### src/rtl/boxcar_decimating_accumulator_pkg.sv
// boxcar_decimating_accumulator_pkg: shared types and helpers for the boxcar decimator
// Contents: FSM state encoding (ST_IDLE, ST_ACCUM), accumulator width calculation,
//           window-exponent clamp helper.
package boxcar_decimating_accumulator_pkg;

    typedef enum logic {ST_IDLE, ST_ACCUM} state_t;

    // The sum of 2^max_log2n samples needs max_log2n guard bits above the sample width.
    function automatic int acc_w(input int in_width, input int max_log2n);
        return in_width + max_log2n;
    endfunction

    function automatic int clamp_log2n(input int value, input int max_log2n);
        return (value > max_log2n) ? max_log2n : value;
    endfunction

endpackage

### src/rtl/boxcar_decimating_accumulator_shifter.sv
// boxcar_decimating_accumulator_shifter: fixed-point rescale and saturate with registered output
// Ports:
//   clk, reset     rising-edge clock, asynchronous active-low reset
//   load           capture the rescaled value of data into the output registers
//   data           signed IN_BITS value with IN_FRAC fractional bits
//   out_data       signed OUT_BITS value with OUT_FRAC fractional bits, held between loads
//   out_saturated  1 when the last loaded value was clipped
module boxcar_decimating_accumulator_shifter #(
    parameter int IN_BITS  = 42,
    parameter int IN_FRAC  = 8,
    parameter int OUT_BITS = 16,
    parameter int OUT_FRAC = 8
) (
    input  logic                       clk,
    input  logic                       reset,
    input  logic                       load,
    input  logic signed [IN_BITS-1:0]  data,
    output logic signed [OUT_BITS-1:0] out_data,
    output logic                       out_saturated
);

    localparam int UP = (OUT_FRAC > IN_FRAC) ? OUT_FRAC - IN_FRAC : 0;
    localparam int DN = (IN_FRAC > OUT_FRAC) ? IN_FRAC - OUT_FRAC : 0;
    localparam int W  = IN_BITS + UP;
    localparam logic signed [W-1:0] HI = {{(W-OUT_BITS+1){1'b0}}, {(OUT_BITS-1){1'b1}}};
    localparam logic signed [W-1:0] LO = ~HI;

    logic signed [W-1:0] scaled;
    logic                hi;
    logic                lo;

    // Widen first so a left shift for extra fractional bits cannot lose the sign.
    assign scaled = (W'(data) <<< UP) >>> DN;
    assign hi     = scaled > HI;
    assign lo     = scaled < LO;

    always_ff @(posedge clk or negedge reset) begin
        if (!reset) begin
            out_data      <= '0;
            out_saturated <= 1'b0;
        end else if (load) begin
            out_data      <= hi ? HI[OUT_BITS-1:0] : lo ? LO[OUT_BITS-1:0] : scaled[OUT_BITS-1:0];
            out_saturated <= hi | lo;
        end
    end

endmodule

### src/rtl/boxcar_decimating_accumulator.sv
// boxcar_decimating_accumulator: sums 2^log2_n valid samples, averages, rescales and saturates
// Ports:
//   clk, reset     rising-edge clock, asynchronous active-low reset
//   enable         1 = accumulate, 0 = idle with partial sum discarded
//   restart        pulse: discard the partial window and relatch log2_n
//   log2_n         window exponent, latched at window start, clamped to MAX_LOG2N
//   in_valid       in_data qualifier, no backpressure
//   in_data        signed sample with IN_FRAC fractional bits
//   out_valid      one-cycle pulse per completed window
//   out_data       signed average with OUT_FRAC fractional bits, held until next out_valid
//   out_saturated  valid with out_valid: out_data was clipped
//   busy           1 while accumulating
// Build option: define BOXCAR_ROUND_EN to round half up instead of truncating toward -inf.
module boxcar_decimating_accumulator
    import boxcar_decimating_accumulator_pkg::*;
#(
    parameter int IN_WIDTH     = 32,
    parameter int IN_FRAC      = 8,
    parameter int OUTPUT_WIDTH = 16,
    parameter int OUT_FRAC     = 8,
    parameter int MAX_LOG2N    = 10
) (
    input  logic                           clk,
    input  logic                           reset,
    input  logic                           enable,
    input  logic                           restart,
    input  logic [$clog2(MAX_LOG2N+1)-1:0] log2_n,
    input  logic                           in_valid,
    input  logic signed [IN_WIDTH-1:0]     in_data,
    output logic                           out_valid,
    output logic signed [OUTPUT_WIDTH-1:0] out_data,
    output logic                           out_saturated,
    output logic                           busy
);

    localparam int ACC_W = acc_w(IN_WIDTH, MAX_LOG2N);
    localparam int LW    = $clog2(MAX_LOG2N + 1);

    state_t                  state;
    logic signed [ACC_W-1:0] acc;
    logic signed [ACC_W-1:0] sum;
    logic signed [ACC_W-1:0] rounded;
    logic signed [ACC_W-1:0] window_avg;
    logic [MAX_LOG2N-1:0]    cnt;
    logic [LW-1:0]           n;
    logic [LW-1:0]           n_next;
    logic                    last;
    logic                    fire;

    assign n_next = LW'(clamp_log2n(int'(log2_n), MAX_LOG2N));
    assign sum    = acc + ACC_W'(in_data);
    assign last   = cnt == MAX_LOG2N'((32'd1 << n) - 32'd1);
    // Restart and enable drop both beat window completion.
    assign fire   = (state == ST_ACCUM) & enable & ~restart & in_valid & last;

`ifdef BOXCAR_ROUND_EN
    assign rounded = sum + ((n != '0) ? (ACC_W'(1) <<< (n - LW'(1))) : '0);
`else
    assign rounded = sum;
`endif

    // Arithmetic shift floors toward -inf.
    assign window_avg = rounded >>> n;

    boxcar_decimating_accumulator_shifter #(
        .IN_BITS  (ACC_W),
        .IN_FRAC  (IN_FRAC),
        .OUT_BITS (OUTPUT_WIDTH),
        .OUT_FRAC (OUT_FRAC)
    ) u_shifter (
        .clk           (clk),
        .reset         (reset),
        .load          (fire),
        .data          (window_avg),
        .out_data      (out_data),
        .out_saturated (out_saturated)
    );

    always_ff @(posedge clk or negedge reset) begin
        if (!reset) begin
            state     <= ST_IDLE;
            acc       <= '0;
            cnt       <= '0;
            n         <= '0;
            out_valid <= 1'b0;
            busy      <= 1'b0;
        end else begin
            out_valid <= fire;
            if (state == ST_IDLE) begin
                if (enable) begin
                    state <= ST_ACCUM;
                    busy  <= 1'b1;
                    n     <= n_next;
                    acc   <= '0;
                    cnt   <= '0;
                end
            end else if (!enable) begin
                state <= ST_IDLE;
                busy  <= 1'b0;
                acc   <= '0;
                cnt   <= '0;
            end else if (restart || fire) begin
                // Relatching at the boundary lets the next window start on the very next sample.
                n   <= n_next;
                acc <= '0;
                cnt <= '0;
            end else if (in_valid) begin
                acc <= sum;
                cnt <= cnt + MAX_LOG2N'(1);
            end
        end
    end

endmodule

### config.mk
export PLATFORM = sky130hd
export DESIGN_NAME = boxcar_decimating_accumulator
export DESIGN_NICKNAME = d
export VERILOG_FILES = /design/src/rtl/boxcar_decimating_accumulator_pkg.sv /design/src/rtl/boxcar_decimating_accumulator_shifter.sv /design/src/rtl/boxcar_decimating_accumulator.sv
export SDC_FILE = /design/constraint.sdc
export NUM_CORES = 1
export LEC_CHECK = 0
export BUFFER_PORTS_ARGS = -buffer_cell sky130_fd_sc_hd__buf_2
export CAP_MARGIN = 20
export CORE_UTILIZATION = 30
export CTS_BUF_LIST = sky130_fd_sc_hd__clkbuf_4
export CTS_CLUSTER_SIZE = 28
export DETAILED_ROUTE_END_ITERATION = 10
export PLACE_DENSITY_LB_ADDON = 0.2
export SLEW_MARGIN = 30
export SYNTH_ARGS = -nofsm -noshare
export SYNTH_HDL_FRONTEND = slang
export SYNTH_HIERARCHICAL = 1
export SYNTH_SLANG_ARGS = --single-unit
### constraint.sdc
create_clock -name clk -period 9.3 [get_ports clk]
set_input_delay 1.395 -clock clk [delete_from_list [all_inputs] [get_ports clk]]
set_output_delay 1.395 -clock clk [all_outputs]
set_load 0.01 [all_outputs]
==> results of run 1 <==
layer usage:
metal	GRT usage, %	up-vias	routed length (um)
li1	-	4008	-
met1	26.0	3858	12800
met2	32.2	187	12900
met3	2.22	28	871
met4	4.51	0	324
met5	0	-	0
sequential cells by signal (all words and copies together) (netlist names):
name and count:
acc 42, busy 1, cnt 10, n 4
out_valid 1, state 1, u_shifter/out_data 16, u_shifter/out_saturated 1
cells in the final DEF (no fill, tap or decap), types with 23 or more instances in the layout:
cell type                 instances
sky130_fd_sc_hd__buf_2           58
sky130_fd_sc_hd__nand3_1         24
sky130_fd_sc_hd__nand2_1        110
sky130_fd_sc_hd__nor2_1          92
sky130_fd_sc_hd__xor2_1          23
sky130_fd_sc_hd__o21ai_0         72
sky130_fd_sc_hd__mux2i_1         61
sky130_fd_sc_hd__ha_1            45
sky130_fd_sc_hd__a22o_1          30
sky130_fd_sc_hd__a21oi_1         76
sky130_fd_sc_hd__xnor2_1         23
sky130_fd_sc_hd__dfrtp_1         75
tightest hold or removal path, cell delays in order, from the launching register on:
cell                      delay [ps]
sky130_fd_sc_hd__dfrtp_1         370
sky130_fd_sc_hd__nand2_1          50
sky130_fd_sc_hd__o31ai_1          50
final timing paths:
path                       cells after the start  startpoint  slack, ps                     to
hold / removal                                 2     acc[26]        500                acc[26]
hold reg to reg                                2     acc[26]        500                acc[26]
setup reg to reg                              16      acc[0]       3650  u_shifter/out_data[1]
min in group asynchronous                      1       reset        810                 acc[0]
max in group asynchronous                      2       reset       7500                acc[31]
setup / recovery                              17  in_data[0]       3050  u_shifter/out_data[1]
power groups by stage:
stage / Combinational, mW / Clock, mW / Sequential (mW)
2_1_floorplan: 0.393 / 0 / 0.384
3_3_place_gp: 0.561 / 0 / 0.380
3_5_place_dp: 0.560 / 0 / 0.381
4_1_cts: 0.563 / 0.263 / 0.374
5_1_grt: 0.620 / 0.274 / 0.377
6_report: 0.566 / 0.255 / 0.373
per-stage QoR:
stage	worst slack [ps]	std cells	power, mW	hold WS (ps)
6_report	3050	1408	1.20	501
3_5_place_dp	2630	1391	0.941	471
4_1_cts	3140	1407	1.20	501
5_1_grt	2750	1408	1.27	513
3_3_place_gp	2660	1391	0.941	466
2_1_floorplan	3720	1038	0.777	453
layout make-up:
class / count / area, sq um / share of cell area [%]
diodes: 1 / 2.50 / 0.0279
clock buffers: 10 / 75.1 / 0.836
clock inverters: 6 / 90.1 / 1.00
inverters: 26 / 97.6 / 1.09
multi-input cells: 875 / 5980 / 66.6
flip-flops and latches: 76 / 1900 / 21.2
well taps: 341 / 427 / 4.75
repair buffers: 73 / 403 / 4.49
logic make-up (layout without fill, tap and decap cells):
kind of cell,count (synthesis),count (layout),synth area share (%)
AO/OA/AOI/OAI,362,362,30.0
XOR/XNOR,46,46,4.91
adder cells (fa/ha/maj),46,46,7.10
buffers and inverters,87,115,4.02
flip-flops,76,76,23.2
multiplexers,84,84,11.4
other,0,1,0
AND/OR/NAND/NOR,337,337,19.4
==> run summary, run 1 <==
The run finished with clean final reports. In the final layout, the share of cells above drive strength 1 is 12.1%. The filler cell count in the final layout is 2925, and the count of antenna-violating nets left after detailed routing is 0.

The post-CTS setup buffer count is 0. The number of flip-flops and latches in the synthesized netlist is 76, and the placer's final routability congestion estimate is 0.864. The synthesized netlist occupies a cell area of 8210 sq um. The die is 167 um tall. The floorplan has 60 rows. Power spread over the standard cell area amounts to 133 nW/um^2.

The sort of element at the end of the critical path was a register. Data on the critical path arrives at its endpoint at 6600 ps. Counting every instance in the synthesized netlist gives 1038.

The detailed router finished its first iteration with 637 violations. The actual transition at the worst max-transition pin came out at 928 ps. For the highest ir drop seen on vdd, the log shows 0.0687 mV. The static leakage is 3.97 nW, and the net switching fraction of the power is 42.9%. The synthesized design contains 0 enable-type register cells. The finished cells cover 8980 sq um. Clock latency on the worst-skew pair, taken at its later pin, is 500 ps.

On the critical path, the stage with the largest delay is an instance of sky130_fd_sc_hd__o21ai_2. Required time at the endpoint of the critical path: 9660 ps. The deepest clock path buffer count is 2, and the via density per instance is 5.74. The cts-stage hold buffer count is 0, and the maximum clock rate is 160 MHz.

The largest single stage delay on the critical path is 590 ps. The length of the first detailed-routing pass in iterations came out at 5. Broken down by cell family, the worst path's largest delay share belongs to compound AO/OA/AOI/OAI gates. Of all flip-flops after synthesis, the portion carrying an async set or reset was 100%. For the total clock buffers created by CTS, the log shows 9.

The logs give 0 for the total count of max-transition violations in the final report and 8810 sq um for the cell area after placement. The critical path goes through buf_2 > ha_1 > fa_1 > a211o_1 > a211oi_2 > nor4_1 > o21ai_0 > a21o_1 > a32o_1 > xor2_1 > mux2i_1 > mux2_2 > mux4_2 > nor4_1 > nand4_1 > o21ai_2 > o22ai_1. The worst-path maximum fanout was 15; the setup TNS was 0 ps. The total number of vias came out at 8081. The initial antenna violation count is 1. In this run the tool buffered the top-level ports with 59 buffer cells. The die covers 28000 sq um.

CTS placed an instance of sky130_fd_sc_hd__clkbuf_4 at the clock tree root. The logs give 0 for the total count of hold-check failures in the final report and 42700 um for the wire length of the first global-routing pass. In this run, the clock network consumes 21.4% of the power. Sequential cells burn 31.2% of the power. TritonCTS built the clock tree. The post-synthesis average cell area is 7.91 sq um, and the sequential fraction of the synthesis area is 23.2%. The tools report the worst relative slew slack as 36.5%.

Summed over all nets, the switching power comes to 513 uW. In this run the standard cell core region covers 26900 sq um. The clock-pin slew on the worst setup and hold paths was 140 ps. Counting every sink on the clock net gives 76.

For this run the aggregate overflow at the end of global routing stands at 0. Pin count of the biggest net entering global routing: 68. STA classifies the critical path startpoint as an input port. The post-route minimum period works out to 6250 ps. Setup repair after global routing left no endpoint under its margin. The run gives 60 as the number of top-level pins. Across the run, the number of max-cap violations was 0. Worst path buffer plus inverter count: 1. End-of-flow core utilization: 33.4%. In the post-synthesis netlist, the biggest area contributors are sky130_fd_sc_hd__dfrtp_1 (23%), sky130_fd_sc_hd__mux2i_1 (7.4%), sky130_fd_sc_hd__ha_1 (6.9%).

Combinational logic burns 47.4% of the power. The mean routed wirelength per cell was 19.1 um; the net count after synthesis was 1125. The aggregate global-route resource usage was 19.1%; the number of distinct standard cells referenced by the synthesized netlist was 75. The number of gates resized after CTS was 0.

In the routed design, unresolved DRC markers number 0. Clock skew on the completed layout was measured at 25.6 ps. For this configuration, the core starts out at a cell density of 30.5%. The die is 167 um wide. The via count of the first global-routing pass is 7662, and the final wirelength is 26900 um. The maximum level of the CTS H-tree was 3; the number of failing setup endpoints in the final timing report was 0. The biggest area contributor in the post-synthesis netlist is sky130_fd_sc_hd__dfrtp_1. The commonest cells after synthesis are sky130_fd_sc_hd__nand2_1 (110), sky130_fd_sc_hd__nor2_1 (92), sky130_fd_sc_hd__a21oi_1 (76), sky130_fd_sc_hd__dfrtp_1 (76), sky130_fd_sc_hd__o21ai_0 (72). The worst setup path is of the input port to register kind. Yosys instantiated no cell more often than sky130_fd_sc_hd__nand2_1. The total number of yosys warnings is 6, and the post-detailed-placement half-perimeter wirelength is 20300 um. After layout, the worst path uses 67.2% of the clock period. The final layout contains 1148 nets.

The most used flip-flop cell after synthesis is sky130_fd_sc_hd__dfrtp_1. Counting stages on the worst path, the most repeated cell is sky130_fd_sc_hd__nor4_1. Compared with the post-synthesis result, the final layout area differs by 9.42%.

The tightest min-delay check is of the register to register type. The synthesized design devotes to its leading area cell type 23.2% of total area. The internal power of the cells totals 682 uW.
No activity file was read; power rests on OpenSTA's default activity.
==> run 2: changes to the inputs <==
Settings changed: ABC_AREA set to 1.
Clock period 9.3 ns to 5.34 ns, I/O delays scaled along.
==> run 2 against run 1 <==
Final area rose by 9.4%. Register-to-register slack got worse by 2200 ps. Clock power up 76%. Via count up 25%. Area after synthesis up 10%. Utilization fell by 0.37 points. Critical path type is now register to register. Sequential power rose by 62%.
==> run summary, run 2 <==
For the violation count after the first detailed-route iteration, the log shows 828 (+30%). The filler cell count in the final layout is 3380 (+16%), and the worst clock skew on the final layout is 40.8 ps (+15.1 ps). The logs give 0 (unchanged) for the number of failing setup endpoints in the final timing report and 60 (unchanged) for the number of top-level pins. Initial antenna violation count: 1 (unchanged). By area the synthesized netlist is led by sky130_fd_sc_hd__nand2_1 (26%), sky130_fd_sc_hd__dfrtp_1 (21%), sky130_fd_sc_hd__nand3_1 (15%). The classification of the worst setup path was register to register. The run finished with clean final reports. The count of input and output buffers was 59 (unchanged); the total number of vias was 10100 (+25%). The starting density of the core was 30.5% (about the same); the synthesized instance count was 1593 (+53%). The CTS sink count is 76 (unchanged). The worst setup path is captured at a register. By count the netlist is led by sky130_fd_sc_hd__nand2_1 (626), sky130_fd_sc_hd__nand3_1 (268), sky130_fd_sc_hd__inv_1 (184), sky130_fd_sc_hd__nor2_1 (130), sky130_fd_sc_hd__dfrtp_1 (76). The largest stage delay on the critical path came out at 630 ps (+40 ps). The data arrival at the endpoint of the critical path was 4400 ps (-2200 ps). The wire length of the first global-routing pass was 51200 um (+20%); the sequential fraction of the synthesis area was 21.0% (-2.2 points).

The logs give 9070 sq um (+10%) for the post-synthesis instance area and 1400 ps (-1650 ps) for the final worst-path setup slack. The worst path buffer plus inverter count works out to 3 (+2). The register ranked first by flip-flop count was acc.

Standard cell with the maximum stage delay on the critical path: sky130_fd_sc_hd__nor2_4. The fraction of synthesis flops using an asynchronous set or reset pin is 100% (unchanged), and the post-route minimum period is 3940 ps. Cell taking the most area after synthesis: sky130_fd_sc_hd__nand2_1.

Among all flip-flop cells after synthesis, the most frequent one is sky130_fd_sc_hd__dfrtp_1. The number of flip-flops and latches in the synthesized netlist came out at 76 (unchanged). The maximum clock rate is 254 MHz, and the post-CTS setup buffer count is 0 (unchanged). In the final layout, the registers with the most flip-flops are acc x42, u_shifter/out_data x16, cnt x10. In the layout the commonest cells are sky130_fd_sc_hd__nand2_1 (626), sky130_fd_sc_hd__nand3_1 (268), sky130_fd_sc_hd__inv_1 (184), sky130_fd_sc_hd__nor2_1 (130), sky130_fd_sc_hd__dfrtp_1 (76). The mean routed wirelength per cell is 15.9 um (-16%), and the quantity of gates resized following cts is 0 (unchanged). The actual transition at the worst max-transition pin works out to 783 ps (-145 ps). The run gives 1711 (+49%) as the number of nets in the finished design. Yosys instantiated no cell more often than sky130_fd_sc_hd__nand2_1. The tools report the number of distinct standard cells referenced by the synthesized netlist as 43 (-43%).

For the area of the multi-input gates, the log shows 6160 sq um (+2.9%). STA classifies the critical path startpoint as a register. The number of flops mapped to enable cells by yosys was 0 (unchanged).

The total count of max-transition violations in the final report was 0 (unchanged). For the later-pin clock latency in the skew report, the log shows 550 ps (+50 ps). The tools report the required time at the endpoint of the critical path as 5800 ps (-3860 ps). The run gives 0 (unchanged) as the remaining global-route overflow. Walking the worst path, the cells encountered are buf_4 > nor2_1 > inv_1 > nor2_2 > inv_2 > ha_1 > o21ai_1 > xor2_1 > xor2_1 > nor2_1 > nand3_2 > nand3_2 > nor2_4 > nand2_1 > nand2_1. For the minimum setup slack after placement, the log shows 912 ps (-1720 ps).

The post-layout instance area was 9820 sq um (+9.4%); the share of the synthesized area in the top cell type was 25.9% (+2.7 points). The clock-pin slew on the worst setup and hold paths was 170 ps (+30 ps). TritonCTS built the clock tree. The proportion of layout cells with a drive suffix above 1 came out at 7.43% (-4.7 points).

DRC violations left: 0 (unchanged). The static leakage is 5.48 nW (+38%). For the worst relative slew slack, the log shows 47.8% (+11 points).

For the cts-stage hold buffer count, the log shows 0 (unchanged). Setup repair after global routing left no endpoint under its margin. The logs give 29700 sq um (+11%) for the core box area and 30900 sq um (+10%) for the area of the die. The total clock buffers created by CTS is 9 (unchanged).

The run gives 25700 um (+27%) as the post-detailed-placement half-perimeter wirelength. The site row count is 63 (+5.0%), and the via count of the first global-routing pass is 9719 (+27%). The tools report the total number of yosys warnings as 6 (unchanged). The library cell used most frequently in the layout, excluding fill and tap cells, is sky130_fd_sc_hd__nand2_1. Deepest clock path buffer count: 2 (unchanged).

The die height works out to 176 um (+5.0%). From synthesis to final layout, the design area changed by 8.32%. For the aggregate global-route resource usage, the log shows 21.5% (+2.3 points). Maximum level of the CTS H-tree: 3 (unchanged).

Setup TNS: 0 ps (unchanged). Kind of cell adding the most delay to the critical path: simple AND/OR/NAND/NOR gates. The cell chosen for the clock root is sky130_fd_sc_hd__clkbuf_4. The run gives 0 (unchanged) as the total count of hold-check failures in the final report. The run gives 1900 sq um (about the same) as the area used by sequential logic in the layout. The post-synthesis average cell area is 5.69 sq um (-28%), and the die outline width is 176 um (+5.0%). The cell area after placement was 9660 sq um (+9.6%); the net count after synthesis was 1680 (+49%).

The placer's final routability congestion estimate is 0.973 (+13%). The run gives 0 (unchanged) as the count of antenna-violating nets left after detailed routing. The power per standard cell area works out to 201 nW/um^2 (+51%). The run gives 0 (unchanged) as the reported max-cap violation count.

The pin count of the biggest net entering global routing is 50 (-26%). The share of the cycle needed by the critical path after routing works out to 73.8%. The worst hold path belongs to the class input port to async pin.

The highest ir drop seen on vdd was 0.139 mV (+100%); the worst-path maximum fanout was 48 (+33). The number of flip-flops under the largest register name is 42 (unchanged), and the end-of-flow core utilization is 33.1% (-0.37 points). The length of the first detailed-routing pass in iterations is 5 (unchanged). The final wirelength came out at 32200 um (+20%). Via density per instance: 5.00 (-13%).
## run 2: changes by cell type after synthesis, moves of 38 or more
cell	delta
sky130_fd_sc_hd__o21ai_0	-47
sky130_fd_sc_hd__mux2i_1	-60
sky130_fd_sc_hd__inv_1	+161
sky130_fd_sc_hd__nand2_1	+516
sky130_fd_sc_hd__nor2_1	+38
sky130_fd_sc_hd__nand3_1	+244
## run 2: area by class of cell
class | count | share of cell area, %
repair buffers | 69 | 3.80
diodes | 1 | 0.0255
flip-flops and latches | 76 | 19.4
inverters | 194 | 7.46
clock inverters | 6 | 0.904
clock buffers | 10 | 0.764
multi-input cells | 1274 | 62.7
well taps | 390 | 4.97
## run 2: path summary, 6_finish.rpt
| path | startpoint | to | slack (ps) | cells after the start |
|---|---|---|---|---|
| max in group asynchronous | reset | n[1] | 4120 | 2 |
| min reg2reg | state | busy | 480 | 1 |
| min in group clk | enable | state | 450 | 1 |
| min | reset | acc[16] | 190 | 1 |
| max reg2reg | n[0] | acc[25] | 1400 | 15 |
| max | n[0] | acc[25] | 1400 | 15 |
## run 2: cells by family after synthesis
logic type | count (synthesis) | synth area share [%]
buffers and inverters | 243 | 11.1
DFF | 76 | 21.0
muxes | 1 | 0.110
AOI/OAI and AO/OA | 127 | 8.73
adders and majority gates | 46 | 6.43
and+or+nand+nor | 1067 | 49.4
xor gates and xnor gates | 33 | 3.27
## run 2: routing by layer
metal  vias up  global-route usage [%]  wire length, um
li1       5159                       -                -
met1      4618                    28.0            14900
met2       264                    35.2            14600
met3        63                    2.92             1480
met4         0                    9.24             1190
met5         -                       0                0
## run 2: report_power, final
group,total (mW),switching [mW],internal [mW]
combinational,0.917,0.639,0.278
clock,0.449,0.255,0.194
sequential,0.603,0.0112,0.592
total,1.97,0.905,1.06
## run 2: through the flow
step | cells | hold WS [ps] | power [mW]
2_1_floorplan | 1593 | 443 | 1.29
3_3_place_gp | 2003 | 464 | 1.53
3_5_place_dp | 2003 | 461 | 1.53
4_1_cts | 2019 | 175 | 1.99
5_1_grt | 2020 | 206 | 2.12
6_report | 2020 | 192 | 1.97
==> run 3: changes to the inputs <==
Clock period 5.34 ns to 3.6 ns, I/O delays scaled along.
==> run 3 against run 2 <==
Critical path depth up 7. First-iteration DRC count down 11%. Die area unchanged. Utilization up 8.3 points. Cell count up 8.4%. Register-to-register slack worse by 1100 ps. Clock skew down 11 ps. Sequential share of layout area down 3.9 points. Non-clock buffer count up 168.
==> run summary, run 3 (synthesized netlist as in run 2, its figures left out) <==
The flow ran to the end, and the final reports show no timing, DRC or antenna violations. From synthesis to final layout, the design area changed by 35.6%. The total count of hold-check failures in the final report came out at 0 (unchanged).

For the pin count of the biggest net entering global routing, the log shows 49 (-2.0%). The total number of vias was 10900 (+7.5%); the via count of the first global-routing pass was 10300 (+5.9%). The tools report the cell chosen for the clock root as sky130_fd_sc_hd__clkbuf_4. The number of nets in the finished design is 1880 (+9.9%). The type of the tightest min-delay check is input port to register. The power per standard cell area was 262 nW/um^2 (+30%).

The top cell types in the final layout, fill and taps aside, are sky130_fd_sc_hd__nand2_1 (569), sky130_fd_sc_hd__nand3_1 (206), sky130_fd_sc_hd__inv_1 (182), sky130_fd_sc_hd__buf_4 (177), sky130_fd_sc_hd__nor2_1 (89). The maximum clock rate was 301 MHz (+18%). Count of input and output buffers: 59 (unchanged). STA classifies the critical path endpoint as a register. Clock-pin slew on the worst setup and hold paths: 160 ps (about the same). The core box area was 29700 sq um (unchanged); the total design power was 3.22 mW (+63%).

The area of the die was 30900 sq um (unchanged); the total clock buffers created by CTS was 9 (unchanged). Setup repair after global routing could not meet its margin everywhere. The total count of max-transition violations in the final report is 0 (unchanged).

Register ranked first by flip-flop count: acc. Share of the cycle needed by the critical path after routing: 92.4% (+19 points). TritonCTS built the clock tree. The data arrival at the endpoint of the critical path was 3780 ps (-620 ps). The tools report the final worst-path setup slack as 273 ps (-1130 ps). The length of the first detailed-routing pass in iterations was 8 (+3). The startpoint identified for the worst register-to-register timing path is acc[9]. Maximum level of the CTS H-tree: 3 (unchanged).

The startpoint identified for the worst hold timing path is enable. The initial antenna violation count is 2 (+1). The logs give 570 ps (+20 ps) for the later-pin clock latency in the skew report and 22.4% (+0.92 points) for the aggregate global-route resource usage.

For the reported max-cap violation count, the log shows 0 (unchanged). The library cell used most frequently in the layout, excluding fill and tap cells, is sky130_fd_sc_hd__nand2_1. For the post-detailed-placement half-perimeter wirelength, the log shows 27000 um (+5.3%). The wire length of the first global-routing pass was 53800 um (+5.0%); the via density per instance was 4.96 (-0.83%).

The die height was 176 um (unchanged). Mean routed wirelength per cell: 15.8 um (-0.80%). For the DRC violations left, the log shows 0 (unchanged). The number of top-level pins was 60 (unchanged); the worst clock skew on the final layout was 29.3 ps (-11.4 ps).

The run gives 0.182 mV (+30%) as the highest ir drop seen on vdd. The worst-path maximum fanout works out to 8 (-83%). The tools report the end of the worst register-to-register path as u_shifter/out_data[3]. The post-layout instance area is 12300 sq um (+25%), and the die outline width is 176 um (unchanged). The tools report the deepest clock path buffer count as 2 (unchanged). The tools report the cell area after placement as 10800 sq um (+12%).

The CTS sink count is 76 (unchanged), and the actual transition at the worst max-transition pin is 581 ps (-202 ps). Number of flip-flops under the largest register name: 42 (unchanged). The post-route minimum period came out at 3330 ps (-611 ps).

Violation count after the first detailed-route iteration: 741 (-11%). In the final layout, the registers with the most flip-flops are acc x42, u_shifter/out_data x16, cnt x10. The kind of start point of the critical path was a register.

The static leakage is 6.64 nW (+21%), and the count of antenna-violating nets left after detailed routing is 0 (unchanged). Number of failing setup endpoints in the final timing report: 0 (unchanged). The worst reg-to-reg path cell count came out at 22 (+7). The worst hold path terminates at state.

The run gives 61.2% (+13 points) as the worst relative slew slack. The starting density of the core is 30.5% (unchanged). The run gives 63 (unchanged) as the site row count. In this run the worst setup path begins at acc[9].

The critical path is of the register to register type. The minimum setup slack after placement is -296 ps (-1210 ps). The required time at the endpoint of the critical path was 4060 ps (-1740 ps); the final wirelength was 34600 um (+7.5%). The cell depth of the worst min-delay path is 1, and the placer's final routability congestion estimate is 0.983 (+1.0%). Remaining global-route overflow: 0 (unchanged). Proportion of layout cells with a drive suffix above 1: 28.1% (+21 points). Setup slack of the most critical reg-to-reg path: 270 ps (-1130 ps).
run 3: area by class of cell:
class | count | area (sq um)
fill | 3243 | 17400
multi-input combinational | 1275 | 7380
inverter | 194 | 733
clock buffer | 9 | 67.6
clock inverter | 7 | 67.6
sequential | 76 | 1900
tap | 390 | 488
antenna | 2 | 5.00
timing repair buffer | 237 | 1650
run 3: repair_timing:
item,4_1_cts,5_1_grt
pin swaps,0,39
endpoints found under the setup margin,16,16
buffers inserted,0,11
hold buffers,1,0
hold endpoints to repair,33,0
resized for setup,3,259
cloned,0,1
run 3: power by group:
| group | switching, mW | leakage, nW | total (mW) | internal [mW] |
|---|---|---|---|---|
| Clock | 0.382 | 0.0710 | 0.589 | 0.207 |
| Combinational | 1.07 | 5.53 | 1.72 | 0.650 |
| Sequential | 0.0243 | 1.04 | 0.902 | 0.878 |
run 3: per-stage QoR:
step                util [%]  std cells  hold slack (ps)  TNS (ps)
finish                  41.4       2190              158         0
global route            41.4       2190              111      -535
CTS                     37.0       2176              116         0
detailed placement      36.5       2159              466     -4480
global placement        36.5       2159              468     -4270
floorplan                  -       1593              244         0
run 3: metal layers:
metal | track usage, % | vias to the layer above | part of all wire (%)
li1 | - | 5493 | -
met2 | 37.9 | 242 | 48
met5 | 0 | - | 0
met1 | 29.3 | 5092 | 46
met4 | 7.32 | 0 | 2.2
met3 | 2.68 | 36 | 3.4
run 3: worst max path at each step:
stage	endpoint	slack [ps]	depth (start not counted)
floorplan	u_shifter/out_data[10]	340	28
global placement	u_shifter/out_saturated	-280	27
finish	u_shifter/out_data[3]	270	22
CTS	u_shifter/out_data[3]	3	24
detailed placement	u_shifter/out_data[3]	-300	25
global route	u_shifter/out_data[3]	-80	24
run 3: worst max-delay path, stage by stage (launching register included):
cell	delay [ps]
sky130_fd_sc_hd__dfrtp_1	450
sky130_fd_sc_hd__ha_4	300
sky130_fd_sc_hd__nand2_2	100
sky130_fd_sc_hd__nor2_2	140
sky130_fd_sc_hd__nand2_1	140
sky130_fd_sc_hd__buf_4	160
sky130_fd_sc_hd__o21bai_2	200
sky130_fd_sc_hd__nand2_1	140
sky130_fd_sc_hd__nand3_1	130
sky130_fd_sc_hd__nand3_1	130
sky130_fd_sc_hd__nand3_1	140
sky130_fd_sc_hd__nand3_1	130
sky130_fd_sc_hd__nand3_1	130
sky130_fd_sc_hd__nand2_1	70
sky130_fd_sc_hd__buf_4	130
sky130_fd_sc_hd__nor2_1	70
sky130_fd_sc_hd__nand4_1	90
sky130_fd_sc_hd__nor2_2	130
sky130_fd_sc_hd__nand2_2	110
sky130_fd_sc_hd__nand2_4	140
sky130_fd_sc_hd__nand2_1	60
sky130_fd_sc_hd__nand2_1	50
sky130_fd_sc_hd__nand2_1	50
